$ cat config.mk
export PLATFORM = sky130hd
export DESIGN_NAME = key_entry_flat
export DESIGN_NICKNAME = d
export VERILOG_FILES = /design/src/rtl/keypad_pkg.sv /design/src/rtl/key_entry_if.sv /design/src/rtl/key_entry_idle_timer.sv /design/src/rtl/key_entry.sv /design/src/flat_wrapper.sv
export SDC_FILE = /design/constraint.sdc
export NUM_CORES = 1
export LEC_CHECK = 0
export BUFFER_PORTS_ARGS = -buffer_cell sky130_fd_sc_hd__buf_2
export CORE_MARGIN = 2
export CORE_UTILIZATION = 60
export DETAILED_ROUTE_END_ITERATION = 10
export PLACE_DENSITY_LB_ADDON = 0.1
export SETUP_SLACK_MARGIN = 0.2
export SYNTH_ARGS = -nofsm -noshare
export SYNTH_HDL_FRONTEND = slang
export SYNTH_SLANG_ARGS = --single-unit
$ cat constraint.sdc
create_clock -name clk -period 7.6 [get_ports clk]
set_input_delay 1.14 -clock clk [delete_from_list [all_inputs] [get_ports clk]]
set_output_delay 1.14 -clock clk [all_outputs]
set_load 0.005 [all_outputs]
$ cat src/rtl/keypad_pkg.sv
// Shared keypad definitions used by the scanner and by the key entry logic.
// Holds the key code width, the enter code, the entry FSM state type, the
// default idle timeout for a 5 MHz clock and a small key classification helper.
package keypad_pkg;

  localparam int KEY_CODE_W = 4;
  localparam logic [KEY_CODE_W-1:0] KEY_ENTER     = 4'd11;
  localparam logic [KEY_CODE_W-1:0] KEY_MAX_DIGIT = 4'd9;

  // 5 s of idle time at 5 MHz
  localparam int DEFAULT_TIMEOUT = 25000000;

  typedef enum logic [0:0] {
    ENTRY = 1'b0,
    HOLD  = 1'b1
  } entry_state_e;

  // True for the decimal digit codes 0-9
  function automatic logic is_digit(input logic [KEY_CODE_W-1:0] code);
    return (code <= KEY_MAX_DIGIT);
  endfunction

endpackage

$ cat src/rtl/key_entry_if.sv
// Bundle between the keypad scanner, the key entry block and the result
// consumer.
//   new_key/key_code : one-cycle key pulse from the scanner
//   disp_bcd/disp_cnt: live entry for the display path
//   num_valid/num_bcd/num_bin/num_ack : committed result handshake
//   overflow         : pulse when a digit is rejected on a full buffer
//   key_lost         : sticky flag, key dropped while a result was held
// master = key_entry side, slave = scanner/consumer side.
interface key_entry_if
  import keypad_pkg::*;
#(
  parameter int NDIGITS = 4,
  parameter int BIN_W   = 14
);

  localparam int CNT_W = $clog2(NDIGITS + 1);

  logic                  new_key;
  logic [KEY_CODE_W-1:0] key_code;
  logic [4*NDIGITS-1:0]  disp_bcd;
  logic [CNT_W-1:0]      disp_cnt;
  logic                  num_valid;
  logic [4*NDIGITS-1:0]  num_bcd;
  logic [BIN_W-1:0]      num_bin;
  logic                  num_ack;
  logic                  overflow;
  logic                  key_lost;

  modport master (
    input  new_key, key_code, num_ack,
    output disp_bcd, disp_cnt, num_valid, num_bcd, num_bin, overflow, key_lost
  );

  modport slave (
    output new_key, key_code, num_ack,
    input  disp_bcd, disp_cnt, num_valid, num_bcd, num_bin, overflow, key_lost
  );

endinterface

$ cat src/rtl/key_entry_idle_timer.sv
// Idle timer for a partially typed entry.
//   clk, reset : system clock, synchronous active-high reset
//   clear      : restart the count (an accepted key)
//   enable     : count only while digits are buffered; held at 0 otherwise
//   expire     : high during the cycle the count sits at TIMEOUT-1; the
//                counter wraps to 0 on the following edge
module key_idle_timer
  import keypad_pkg::*;
#(
  parameter int TIMEOUT = DEFAULT_TIMEOUT
) (
  input  logic clk,
  input  logic reset,
  input  logic clear,
  input  logic enable,
  output logic expire
);

  localparam int CNT_W = (TIMEOUT > 1) ? $clog2(TIMEOUT) : 1;
  localparam logic [CNT_W-1:0] LAST = CNT_W'(TIMEOUT - 1);

  logic [CNT_W-1:0] cnt_r;
  logic             expire_s;

  // A clear in the same cycle suppresses expiry: the new key keeps the entry
  always_comb begin
    expire_s = enable && !clear && (cnt_r == LAST);
  end

  // Idle cycle counter
  always_ff @(posedge clk) begin
    if (reset) begin
      cnt_r <= {CNT_W{1'b0}};
    end else if (clear || !enable || (cnt_r == LAST)) begin
      cnt_r <= {CNT_W{1'b0}};
    end else begin
      cnt_r <= cnt_r + CNT_W'(1);
    end
  end

  assign expire = expire_s;

endmodule

$ cat src/rtl/key_entry.sv
// Keypad entry consumer: assembles up to NDIGITS decimal digits into a number,
// commits it on the enter key and offers it in BCD and binary under a
// valid/ack handshake. Partial entries are dropped after TIMEOUT idle clocks.
//   clk, reset : system clock, synchronous active-high reset
//   bus        : key_entry_if master (key input, display, result handshake,
//                overflow pulse, key_lost flag)
module key_entry
  import keypad_pkg::*;
#(
  parameter int NDIGITS = 4,
  parameter int BIN_W   = 14,
  parameter int TIMEOUT = DEFAULT_TIMEOUT
) (
  input logic         clk,
  input logic         reset,
  key_entry_if.master bus
);

  localparam int CNT_W = $clog2(NDIGITS + 1);
  localparam int BCD_W = 4 * NDIGITS;
  localparam logic [CNT_W-1:0] MAX_CNT = CNT_W'(NDIGITS);

  entry_state_e     state_r;
  logic [BCD_W-1:0] disp_bcd_r;
  logic [CNT_W-1:0] disp_cnt_r;
  logic [BIN_W-1:0] bin_acc_r;
  logic             num_valid_r;
  logic [BCD_W-1:0] num_bcd_r;
  logic [BIN_W-1:0] num_bin_r;
  logic             overflow_r;
  logic             key_lost_r;

  logic digit_key_s;
  logic enter_key_s;
  logic buf_full_s;
  logic buf_empty_s;
  logic key_taken_s;
  logic expire_s;

  // x*10 + d with shifts only; BIN_W is sized so this cannot overflow
  function automatic logic [BIN_W-1:0] mul10_add(input logic [BIN_W-1:0] x,
                                                 input logic [KEY_CODE_W-1:0] d);
    return (x << 2'd3) + (x << 2'd1) + {{(BIN_W-KEY_CODE_W){1'b0}}, d};
  endfunction

  // Key classification and "accepted key" for the idle timer
  always_comb begin
    digit_key_s = bus.new_key && is_digit(bus.key_code);
    enter_key_s = bus.new_key && (bus.key_code == KEY_ENTER);
    buf_full_s  = (disp_cnt_r == MAX_CNT);
    buf_empty_s = (disp_cnt_r == {CNT_W{1'b0}});
    key_taken_s = (state_r == ENTRY) &&
                  ((digit_key_s && !buf_full_s) || (enter_key_s && !buf_empty_s));
  end

  key_idle_timer #(
    .TIMEOUT(TIMEOUT)
  ) u_idle_timer (
    .clk   (clk),
    .reset (reset),
    .clear (key_taken_s),
    .enable(!buf_empty_s),
    .expire(expire_s)
  );

  // Entry/hold state machine with accumulator and registered outputs
  always_ff @(posedge clk) begin
    if (reset) begin
      state_r     <= ENTRY;
      disp_bcd_r  <= {BCD_W{1'b0}};
      disp_cnt_r  <= {CNT_W{1'b0}};
      bin_acc_r   <= {BIN_W{1'b0}};
      num_valid_r <= 1'b0;
      num_bcd_r   <= {BCD_W{1'b0}};
      num_bin_r   <= {BIN_W{1'b0}};
      overflow_r  <= 1'b0;
      key_lost_r  <= 1'b0;
    end else begin
      overflow_r <= 1'b0;
      case (state_r)
        ENTRY: begin
          overflow_r <= digit_key_s && buf_full_s;
          // A key in the expiry cycle wins over the timeout discard
          if (digit_key_s && !buf_full_s) begin
            disp_bcd_r <= {disp_bcd_r[BCD_W-5:0], bus.key_code};
            bin_acc_r  <= mul10_add(bin_acc_r, bus.key_code);
            disp_cnt_r <= disp_cnt_r + CNT_W'(1);
          end else if (enter_key_s && !buf_empty_s) begin
            num_bcd_r   <= disp_bcd_r;
            num_bin_r   <= bin_acc_r;
            num_valid_r <= 1'b1;
            disp_bcd_r  <= {BCD_W{1'b0}};
            disp_cnt_r  <= {CNT_W{1'b0}};
            bin_acc_r   <= {BIN_W{1'b0}};
            state_r     <= HOLD;
          end else if (expire_s) begin
            disp_bcd_r <= {BCD_W{1'b0}};
            disp_cnt_r <= {CNT_W{1'b0}};
            bin_acc_r  <= {BIN_W{1'b0}};
          end
        end
        HOLD: begin
          // Ack clears key_lost even if a key lands in the same cycle
          if (bus.num_ack) begin
            num_valid_r <= 1'b0;
            key_lost_r  <= 1'b0;
            state_r     <= ENTRY;
          end else if (bus.new_key) begin
            key_lost_r <= 1'b1;
          end
        end
        default: begin
          state_r <= ENTRY;
        end
      endcase
    end
  end

  assign bus.disp_bcd  = disp_bcd_r;
  assign bus.disp_cnt  = disp_cnt_r;
  assign bus.num_valid = num_valid_r;
  assign bus.num_bcd   = num_bcd_r;
  assign bus.num_bin   = num_bin_r;
  assign bus.overflow  = overflow_r;
  assign bus.key_lost  = key_lost_r;

endmodule

$ cat src/flat_wrapper.sv
// flat-port wrapper written by rule: the top's interface ports become plain ports
module key_entry_flat import keypad_pkg::*;
#(
  parameter int NDIGITS = 4,
  parameter int BIN_W   = 14,
  parameter int TIMEOUT = DEFAULT_TIMEOUT
)
  (clk, reset, bus_new_key, bus_key_code, bus_num_ack, bus_disp_bcd, bus_disp_cnt, bus_num_valid, bus_num_bcd, bus_num_bin, bus_overflow, bus_key_lost);
  key_entry_if #(.NDIGITS(NDIGITS), .BIN_W(BIN_W)) bus_i ();
  input logic clk;
  input logic reset;
  input wire logic [$bits(bus_i.new_key)-1:0] bus_new_key;
  input wire logic [$bits(bus_i.key_code)-1:0] bus_key_code;
  input wire logic [$bits(bus_i.num_ack)-1:0] bus_num_ack;
  output wire logic [$bits(bus_i.disp_bcd)-1:0] bus_disp_bcd;
  output wire logic [$bits(bus_i.disp_cnt)-1:0] bus_disp_cnt;
  output wire logic [$bits(bus_i.num_valid)-1:0] bus_num_valid;
  output wire logic [$bits(bus_i.num_bcd)-1:0] bus_num_bcd;
  output wire logic [$bits(bus_i.num_bin)-1:0] bus_num_bin;
  output wire logic [$bits(bus_i.overflow)-1:0] bus_overflow;
  output wire logic [$bits(bus_i.key_lost)-1:0] bus_key_lost;
  assign bus_i.new_key = bus_new_key;
  assign bus_i.key_code = bus_key_code;
  assign bus_i.num_ack = bus_num_ack;
  assign bus_disp_bcd = bus_i.disp_bcd;
  assign bus_disp_cnt = bus_i.disp_cnt;
  assign bus_num_valid = bus_i.num_valid;
  assign bus_num_bcd = bus_i.num_bcd;
  assign bus_num_bin = bus_i.num_bin;
  assign bus_overflow = bus_i.overflow;
  assign bus_key_lost = bus_i.key_lost;
  key_entry #(.NDIGITS(NDIGITS), .BIN_W(BIN_W), .TIMEOUT(TIMEOUT)) u_core (.clk(clk), .reset(reset), .bus(bus_i));
endmodule
Word-level counts from Yosys, hierarchy flattened
Cells that the tools add are included.

Bitwise logic cells: 2. Reduce and logical (&&, ||, !) cells: 23. Mux-type cells: 19. Multipliers: 0. Magnitude comparators: 1. $add $sub $neg: 4. Shift-type cells: 0. Equality and inequality tests: 6. Divide/modulo/power cells: 0.

Operators with widths (number): $mux 16 (3); $mux 14 (3); $add 25x1->25 const B (1); $eq 25x25->1 const B (1); $add 14x14->14 (1); $add 14x4->14 (1); $mux 3 (3); $logic_and 1x1->1 (8); $mux 1 (8); $ne 2x2->1 const B (3); $reduce_and 3->1 (2); $eq 4x4->1 const B (1); $le 4x4->1 const B (1); $pmux 1 s2 (2); $reduce_and 2->1 (2); $reduce_or 2->1 (2); $add 3x1->3 const B (1); $eq 3x3->1 const B (1); $logic_not 1->1 (3); $logic_not 3->1 (1); $logic_or 1x1->1 (3); $reduce_bool 3->1 (1); $not 1->1 (2); $reduce_bool 2->1 (1).

Memory bits (writable): 0. Memories kept: 0. Bits in read-only memories: 0. Output and inout port bits: 52. Bits in latches: 0. Logic and storage cells: 65. Bits of input ports: 8. Bits in registers: 92.

Depth between registers and ports, before layout
Gate-level depths: netlist of run 1.

Depth in word-level cells: 11. Gate-level depth with buffers: 9. Mapped depth without buffers: 9.

Modules after synthesis
From an unflattened synthesis of run 1, not the netlist that was laid out.

Cells, all modules: 489. Area, all modules: 4251.6 µm².

By module, submodules not included: key_entry (sequential area each 1301.2 µm², area each 2989.1 µm², cells each 348, times used 1); key_idle_timer (sequential area each 500.5 µm², area each 1262.5 µm², cells each 141, times used 1).

Worst setup path after synthesis of run 1
OpenSTA, ideal clock, no wires.

Path type: input to register. From: input bus_key_code[3]. To: register u_core.bin_acc_r[11]. Library setup time: 122 ps. Arrival time: 3185 ps. Stages on the path: 9. Path buffers: 0. Setup slack: 4293 ps. Required time: 7478 ps. Cell sequence: inv_1 fa_1 inv_1 ha_1 a211oi_1 o21bai_1 o211a_1 o311a_1 a221o_1.

Longest elaborated chain between the ends: 10. Elaborated cells on any way between the ends: 16. Classes of those cells: add/sub (1); order compare (1); eq/ne (1); mux (2); reduce/logical (11).

RTL lines: start, declared (line flat_wrapper.sv:13) `input wire logic [$bits(bus_i.key_code)-1:0] bus_key_code;`; $le 4x4->1 or $eq 4x4->1 (tied branches) (line keypad_pkg.sv:20, key_entry.sv:49); $logic_and 1x1->1, on equally long branches (line key_entry.sv:48, key_entry.sv:49); $logic_and 1x1->1, on equally long branches (line key_entry.sv:53, key_entry.sv:84, key_entry.sv:88); $logic_or 1x1->1 (line key_entry.sv:53) `((digit_key_s && !buf_full_s) || (enter_key_s && !buf_empty_s));`; $logic_and 1x1->1 (line key_entry.sv:52) `key_taken_s = (state_r == ENTRY) &&`; $logic_not 1->1 (line key_entry_idle_timer.sv:27) `expire_s = enable && !clear && (cnt_r == LAST);`; $logic_and 1x1->1 (2 in a row) (line key_entry_idle_timer.sv:27); $reduce_bool 3->1 (no line); $reduce_and 2->1 (no line); end signal, assigned (line key_entry.sv:72) `bin_acc_r <= {BIN_W{1'b0}};`; end signal, assigned (line key_entry.sv:86) `bin_acc_r <= mul10_add(bin_acc_r, bus.key_code);`; end signal, assigned (line key_entry.sv:94) `bin_acc_r <= {BIN_W{1'b0}};`; end, declared (line key_entry.sv:26) `logic [BIN_W-1:0] bin_acc_r;`.

Parallel ways exist; a longest one is shown, timed or not. A chain may end at the register's enable or synchronous reset.

Worst setup path after layout of run 1
Ends and elaborated chain as after synthesis.

==> impl_results.md, run 1 <==
- EDFF count, synth: 0
- Max H-tree Level: 3
- Count leader, synth: dfxtp_1
- CTS tree: done
- Vias in the first global route: ~3200
- Placer Congestion: just over 0.8
- Post-route minimum period: ~3200 ps
- Setup ws final: 4370 ps
- Worst hold path type: register to register
- Via/cell ratio: 5.73
- Cell taking the most area after synthesis: dfxtp_1
- CP dominant cell by count: inv_1
- PortBufs: a little under 60
- Worst Clk Skew: 10.8 ps
- Die Width: roughly 87 um
- Asr flop ratio synth: 0
- Resized cells post-CTS: 0
- RSZ-0062 raised after global routing: no
- Drt first pass iters: 4
- CP startpoint kind: input port
- Fillcell total: between 500 and 600
- CP Max Fanout: 5
- Routed via count: around 3400
- FP Rows: 30
- Top_reg_cell synth: dfxtp_1
- Clock latency at the later pin of the worst-skew pair: 350 ps
- Largest net degree at the start of global routing: between 40 and 50
- Leak Pwr: between 1.5 and 2 nW
- Pint: ~0.67 mW
- Antenna violations before repair: 0
- Yosys synthesis warning count: 0
- Syn-to-layout area delta: 12.0%
- TNS Setup: 0 ps
- DRC Markers: 0
- Ranking of synthesized cells by area: dfxtp_1, ha_1, nand2_1
- Hold-fix buffers, CTS: 0
- Deepest clock path buffer count: 2
- Area of the multi-input gates: between 0.002 and 0.0025 mm2
- Post-DP HPWL: 6.14 mm
- Die height: just under 90 um
- Yosys top cell area share: 0.436
- Max-slew violation count: 0
- Tot GR Track Use: 0.242
- Outcome: complete, no violations
- Post-synthesis cell area: between 0.004 and 0.005 mm2
- Fraction of layout cells with a size suffix above 1: 0.160
- 1st-iter DRT viols: about 180
- Fin. Hold Viols: 0
- Critical-path cell list: buf_2 > inv_1 > fa_1 > inv_1 > ha_1 > a211oi_1 > o21bai_1 > o211a_1 > o311a_1 > a221o_1
- Sequential power share: 0.548
- First-pass GRT wire length: approximately 15 mm
- Final worst path period share: 0.425
- Synthesized area per cell: about 9 um2
- CTS sink cnt: 90
- Diode count: 0
- Num CTS Buffers: 9
- WL per Instance: between 10 and 15 um
- CP Data Required Time: between 7000 and 8000 ps
- Crit. End Element: register
- Effective utilization at floorplan: 0.614
- Total grt overflow: 0
- Switching Share: 0.248
- Storage element area: about 0.0018 mm2
- Maximum clock rate: about 0.31 GHz
- Worst EP arrival: about 3500 ps
- Max-slew headroom: 0.249
- Actual slew at the worst max-slew pin: roughly 1100 ps
- I/O pin total: 60
- Netlist cell types: 52
- Syn_nets: 500
- Peak VDD IR: just over 0.0001 V
- Comb power frac: 0.075
- Crit-path max cell delay: between 500 and 600 ps
- Final net count: between 500 and 600
- Post-Place Worst Slack: approximately 4000 ps
- Kind of critical path: input port to register
- Final WL: slightly below 9 mm
- Clock-pin slew of the registers on the worst-case setup and hold paths: ~90 ps
- Seq/Total Area, Yosys: 0.436
- Full die area: between 0.007 and 0.008 mm2
- Clock share of power: 0.377
- # setup viols final: 0
- Post-route ant nets: 0
- Core area: between 0.006 and 0.007 mm2
- Cells after Synth: roughly 470
- Register bit total from synthesis: 90
- CP max stage cell: fa_1
- # Post-CTS Setup Buffers: 0
- Power per standard cell area: between 150 and 200 mW/mm2
- Synth top cells by count: dfxtp_1, nand2_1, a21oi_1
- Net Sw Power: approximately 0.22 mW
- Max cap viols: 0
- CTS root buf: clkbuf_8
==> layer usage <==
metal  up-vias  share of wire  GRT usage
met5         -              0          0
met4         0          0.020     0.0781
met3        19          0.051     0.0512
met2        94           0.47      0.396
met1      1591           0.46      0.318
li1       1724              -          -
==> registers in the layout, summed over array words and instances, names as in the netlist <==
| name | count |
|---|---|
| u_core.u_idle_timer.cnt_r | 25 |
| u_core.bin_acc_r | 14 |
| u_core.bus.disp_bcd | 15 |
| u_core.bus.num_bin | 14 |
| u_core.state_r | 1 |
| u_core.bus.overflow | 1 |
| u_core.bus.key_lost | 1 |
| u_core.bus.disp_cnt | 3 |
| u_core.bus.num_bcd | 15 |
| u_core.bus.num_valid | 1 |
==> layout by cell type (no fill, tap or decap), types with 3 or more instances in the layout <==
| cell type | n |
|---|---|
| a21oi_1 | 43 |
| a22o_1 | 22 |
| and3_1 | 6 |
| and4_1 | 4 |
| buf_2 | 59 |
| clkbuf_8 | 10 |
| dfxtp_1 | 90 |
| ha_1 | 25 |
| inv_1 | 14 |
| nand2_1 | 80 |
| nand2b_1 | 7 |
| nand3_1 | 10 |
| nand4_1 | 6 |
| nor2_1 | 35 |
| nor2b_1 | 4 |
| nor3_1 | 3 |
| nor4_1 | 5 |
| o211ai_1 | 4 |
| o21a_1 | 4 |
| o21ai_0 | 12 |
| or3_1 | 3 |
| xnor2_1 | 23 |
| xor2_1 | 6 |
==> metrics by stage <==
stage                util  instance area, um2  total power [mW]  instances  hold WS (ps)
global placement    0.657                4420             0.562        582           435
CTS                 0.688                4620             0.896        598           457
finish              0.688                4620             0.889        598           452
floorplan               -                4130             0.546        465           433
global route        0.688                4620             0.923        598           482
detailed placement  0.657                4420             0.563        582           444
==> power by group through the flow <==
| stage | clock (mW) | sequential, mW | combinational, mW |
|---|---|---|---|
| after floorplan | 0 | 0.495 | 0.0514 |
| after global placement | 0 | 0.498 | 0.0644 |
| after detailed placement | 0 | 0.498 | 0.0658 |
| after CTS | 0.343 | 0.486 | 0.0672 |
| after global routing | 0.359 | 0.488 | 0.0755 |
| final | 0.335 | 0.487 | 0.0670 |
==> cell type report <==
class,instances,share of cell area
flip-flops and latches,90,0.390
clock inverters,6,0.0154
inverters,14,0.0114
clock buffers,10,0.0298
multi-input cells,337,0.465
repair buffers,61,0.0671
well taps,80,0.0216
==> worst paths after layout <==
| kind | start | end | slack, ps | cells past startpoint |
|---|---|---|---|---|
| max | bus_key_code[3] | u_core.bin_acc_r[11] | 4370 | 10 |
| min | u_core.bus.num_bin[2] | u_core.bus.num_bin[2] | 450 | 2 |
| max reg2reg | u_core.u_idle_timer.cnt_r[16] | u_core.bin_acc_r[11] | 4690 | 5 |
| min reg2reg | u_core.bus.num_bin[2] | u_core.bus.num_bin[2] | 450 | 2 |
==> worst max-delay path: cells and delay by family <==
family	cells	cell delay, ps
compound gates	5	1220
buf+inv	3	250
fa+ha+maj	2	860
==> cell families after synthesis <==
family	Yosys count	share of synthesized area
AO/OA/AOI/OAI	104	0.167
XOR/XNOR	29	0.0615
adder cells (fa/ha/maj)	27	0.0855
buffers and inverters	38	0.0436
flip-flops	90	0.436
multiplexers	3	0.00788
AND/OR/NAND/NOR	174	0.198
(Power assumes the default switching activity.)
==> run 2, diff against run 1 <==
Settings changed: CORE_UTILIZATION 60 to 51.
Clock period 7.6 ns to 2.8 ns, I/O delays scaled along.
==> impl_results.md, run 2 (synthesized netlist as in run 1, its figures left out) <==
- Crit. End Element: register
- Die Width: 94.0 um
- Syn-to-layout area delta: 17.5%
- CP Max Fanout: 3
- Post-route minimum period: ~2500 ps
- Worst hold margin: roughly 280 ps
- WL per Instance: about 14 um
- Max reg flops: 25
- Actual slew at the worst max-slew pin: around 530 ps
- CTS sink cnt: 90
- Outcome: complete, no violations
- Diode count: 0
- Clock-pin slew of the registers on the worst-case setup and hold paths: ~100 ps
- Commonest non-fill, non-tap cells in the layout: dfxtp_1, nand2_1, buf_2
- Antenna violations before repair: 0
- DRC Markers: 0
- 1st-iter DRT viols: 160
- Largest net degree at the start of global routing: 40
- Worst hold path type: input port to register
- Worst path bufs/invs: 2
- Leak Pwr: 2.07 nW
- Hold-fix buffers, CTS: 0
- Final worst path period share: 0.908
- Peak VDD IR: roughly 0.00024 V
- CP startpoint kind: register
- Tot GR Track Use: 0.215
- Via/cell ratio: between 5 and 6
- Clock latency at the later pin of the worst-skew pair: about 360 ps
- Non-filler cells, final: 635
- Kind of critical path: register to register
- Final WL: ~9.0 mm
- CP Data Required Time: between 3000 and 4000 ps
- Power per standard cell area: about 540 mW/mm2
- Drt first pass iters: 4
- I/O pin total: 60
- Critical-path cell list: inv_1 > fa_1 > inv_2 > ha_4 > a211oi_2 > o21bai_1 > o211a_1 > o311a_1 > a221o_1
- Effective utilization at floorplan: 0.531
- Max-slew violation count: 0
- Routed via count: approximately 3400
- Max cap viols: 0
- # setup viols final: 0
- FP Rows: 32
- RSZ-0062 raised after global routing: yes
- Final net count: 563
- Commonest non-fill, non-tap cell in the layout: dfxtp_1
- Biggest register: u_core.u_idle_timer.cnt_r
- Placer Congestion: 0.834
- Fraction of layout cells with a size suffix above 1: 0.197
- Global Route met3 Usage: 0.0361
- Max-slew headroom: 0.649
- GR Util met2: 0.338
- Busiest grt layer: met2
- Maximum clock rate: a little under 0.4 GHz
- Vias in the first global route: around 3200
- TNS Setup: 0 ps
- CP max stage cell: fa_1
- Max H-tree Level: 3
- Total grt overflow: 0
- CP top delay family: compound AO/OA/AOI/OAI gates
- Die height: 94.0 um
- Core area: roughly 0.0078 mm2
- CTS root buf: clkbuf_8
- Worst EP arrival: about 2800 ps
- Post-route ant nets: 0
- CTS tree: done
- Fin. Hold Viols: 0
- Full die area: a little under 0.009 mm2
- R2R setup slack: between 200 and 300 ps
- Num CTS Buffers: 9
- M1 GR Usage: 0.294
- Deepest clock path buffer count: 2
- Crit-path max cell delay: between 600 and 700 ps
- # placed instances: around 620
- First-pass GRT wire length: about 15 mm
- PortBufs: 59
- Worst Clk Skew: about 16 ps
- Post-DP HPWL: approximately 6.5 mm
- Fillcell total: about 700
[run 2: area by class of cell]
cell class,instances,area [um2],area share
clock buffers,9,124,0.0255
clock inverters,7,124,0.0255
inverters,14,52.6,0.0108
multi-input cells,337,2180,0.449
flip-flops and latches,90,1810,0.373
well taps,102,128,0.0263
repair buffers,76,435,0.0898
[run 2: metrics by stage]
step | utilization | cell area [um2] | power, mW | setup slack (ps)
3_5_place_dp | 0.585 | 4550 | 1.54 | 49.8
5_1_grt | 0.624 | 4850 | 2.72 | 127
2_1_floorplan | - | 4130 | 1.48 | 213
3_3_place_gp | 0.585 | 4550 | 1.54 | 72.7
4_1_cts | 0.619 | 4810 | 2.62 | 196
6_report | 0.624 | 4850 | 2.62 | 257
[run 2: worst paths after layout]
kind,from,cells after the start,to
worst max-delay path,u_core.bin_acc_r[0],9,u_core.bin_acc_r[11]
worst min-delay path,bus_num_ack,2,u_core.bus.key_lost
worst max register to register,u_core.bin_acc_r[0],9,u_core.bin_acc_r[11]
worst min register to register,u_core.bus.num_bcd[15],2,u_core.bus.num_bcd[15]
[run 2: power by group]
group	total [mW]	switching, mW	internal (mW)
registers	1.32	0.0211	1.30
logic	0.207	0.117	0.0896
clock network	1.09	0.489	0.604
total	2.62	0.627	1.99
[run 2: routing by layer]
| layer | share of wire | up-vias |
|---|---|---|
| li1 | - | 1743 |
| met1 | 0.49 | 1592 |
| met2 | 0.45 | 80 |
| met3 | 0.046 | 15 |
| met4 | 0.020 | 0 |
| met5 | 0 | - |
[run 2: timing repair]
item / CTS / global route
setup buffers: 1 / 2
endpoints found under the setup margin: 4 / 10
gates resized for setup: 3 / 6
pin swaps: 2 / 4
[run 2: worst reg2reg max path, delay by kind of cell, from the launching register on]
family | cells | cell delay [ps]
buffers and inverters | 2 | 110
AO/OA/AOI/OAI | 5 | 1120
adder cells (fa/ha/maj) | 2 | 850
flip-flops | 1 | 370
==> run 3, diff against run 2 <==
Settings changed: CELL_PAD_IN_SITES_DETAIL_PLACEMENT from default to 1, CELL_PAD_IN_SITES_GLOBAL_PLACEMENT from default to 1, CORE_UTILIZATION 51 to 39.
==> impl_results.md, run 3 (synthesized netlist as in run 1, its figures left out) <==
- Hold path depth: 2
- Maximum clock rate: ~0.4 GHz
- WL per Instance: about 16 um
- CP Data Required Time: approximately 3100 ps
- Syn-to-layout area delta: 17.8%
- Worst Clk Skew: 8.40 ps
- Commonest non-fill, non-tap cells in the layout: dfxtp_1, nand2_1, buf_2
- Deepest clock path buffer count: 2
- Die Width: 107 um
- Design Area, Final: approximately 0.0049 mm2
- PortBufs: between 50 and 60
- Peak VDD IR: ~0.00030 V
- Full die area: about 0.011 mm2
- Power per standard cell area: 501 mW/mm2
- Max-slew headroom: 0.608
- Via/cell ratio: around 5.3
- R2R Path End: u_core.bin_acc_r[11]
- Hold-fix buffers, CTS: 0
- Max-slew violation count: 0
- Setup ws final: between 200 and 300 ps
- Post-route ant nets: 0
- Routed via count: between 3000 and 4000
- Biggest register: u_core.u_idle_timer.cnt_r
- Commonest non-fill, non-tap cell in the layout: dfxtp_1
- 1st-iter DRT viols: ~140
- Drt first pass iters: 4
- Actual slew at the worst max-slew pin: 585 ps
- Clock-pin slew of the registers on the worst-case setup and hold paths: 90 ps
- Antenna violations before repair: 0
- Vias in the first global route: ~3400
- TNS Setup: 0 ps
- Max cap viols: 0
- Crit. End Element: register
- Fillcell total: between 1000 and 1500
- DRC Markers: 0
- Tot GR Track Use: 0.192
- FP Rows: 37
- Die height: about 110 um
- # setup viols final: 0
- Outcome: complete, no violations
- Worst hold path type: input port to register
- Largest net degree at the start of global routing: 40
- Effective utilization at floorplan: 0.402
- Diode count: 0
- Final net count: between 500 and 600
- Max reg flops: 25
- RSZ-0062 raised after global routing: no
- Worst hold endpoint: u_core.bus.key_lost
- Clock latency at the later pin of the worst-skew pair: 370 ps
- CTS tree: done
- Reg2reg start: u_core.bin_acc_r[2]
- CTS sink cnt: 90
- Reg2Reg Depth: 9
- Final worst path period share: 0.898
- Fraction of layout cells with a size suffix above 1: 0.200
- First-pass GRT wire length: approximately 17 mm
- Final WL: 10.7 mm
- Core area: around 0.010 mm2
- Placed Area: between 0.004 and 0.005 mm2
- Fin. Hold Viols: 0
- Post-Place Worst Slack: ~33 ps
- Worst EP arrival: 2780 ps
- CTS root buf: clkbuf_8
- Kind of critical path: register to register
- R2R setup slack: between 200 and 300 ps
- Num CTS Buffers: 9
- Worst hold margin: ~260 ps
- Placer Congestion: around 0.8
- Leak Pwr: 2.06 nW
- Min-delay src: bus_num_ack
- Max H-tree Level: 3
- Post-route minimum period: 2520 ps
- CP Max Fanout: 3
- Post-DP HPWL: between 7 and 8 mm
- CP startpoint kind: register
- Total grt overflow: 0
- I/O pin total: 60
[run 3: changes by cell type in the layout (fill, tap and decap cells not counted), sizes merged]
cell / before / now
bufinv: 3 / 1
clkbuf: 9 / 10
inv: 17 / 16
clkinvlp: 0 / 1
buf: 76 / 80
[run 3: worst max-delay path by stage]
stage	from	slack [ps]	cells after the start	end
after floorplan	bus_key_code[3]	210	9	u_core.bin_acc_r[11]
after global placement	bus_key_code[3]	60	10	u_core.bin_acc_r[11]
final	u_core.bin_acc_r[2]	280	9	u_core.bin_acc_r[11]
after detailed placement	bus_key_code[3]	30	10	u_core.bin_acc_r[11]
after CTS	u_core.bin_acc_r[0]	160	9	u_core.bin_acc_r[11]
after global routing	u_core.bin_acc_r[2]	210	9	u_core.bin_acc_r[11]
[run 3: critical path, cell delays in order, from the launching register on]
cell      delay [ps]
dfxtp_2          350
inv_1             60
fa_1             570
inv_1             80
ha_4             240
a211oi_2         210
o21bai_1         120
o211a_1          240
o311a_1          290
a221o_1          260
[run 3: routing by layer]
layer | vias up | global-route usage | part of all wire
met4 | 0 | 0.0631 | 0.013
li1 | 1760 | - | -
met2 | 49 | 0.323 | 0.48
met5 | - | 0 | 0
met1 | 1728 | 0.249 | 0.47
met3 | 11 | 0.0371 | 0.031
[run 3: report_power, final]
part           internal [mW]  switching (mW)
Combinational         0.0915           0.127
Sequential              1.30          0.0231
Clock                  0.416           0.483
[run 3: layout make-up]
type	count	area [um2]	share of cell area
tap	136	170	0.0350
sequential	90	1810	0.371
inverter	14	52.6	0.0108
timing repair buffer	80	453	0.0931
clock buffer	10	128	0.0262
multi-input combinational	337	2190	0.450
clock inverter	5	63.8	0.0131
[run 3: what timing repair did]
item	4_1_cts	5_1_grt
cloned	0	0
gates resized for setup	2	7
pin swaps	1	4
buffers inserted	1	3
setup endpoints to repair	5	7
[run 3: metrics by stage]
step / std cells / total power [mW] / util
global route: 672 / 2.54 / 0.473
floorplan: 465 / 1.48 / -
detailed placement: 653 / 1.55 / 0.448
global placement: 653 / 1.55 / 0.448
CTS: 669 / 2.45 / 0.467
finish: 672 / 2.44 / 0.473
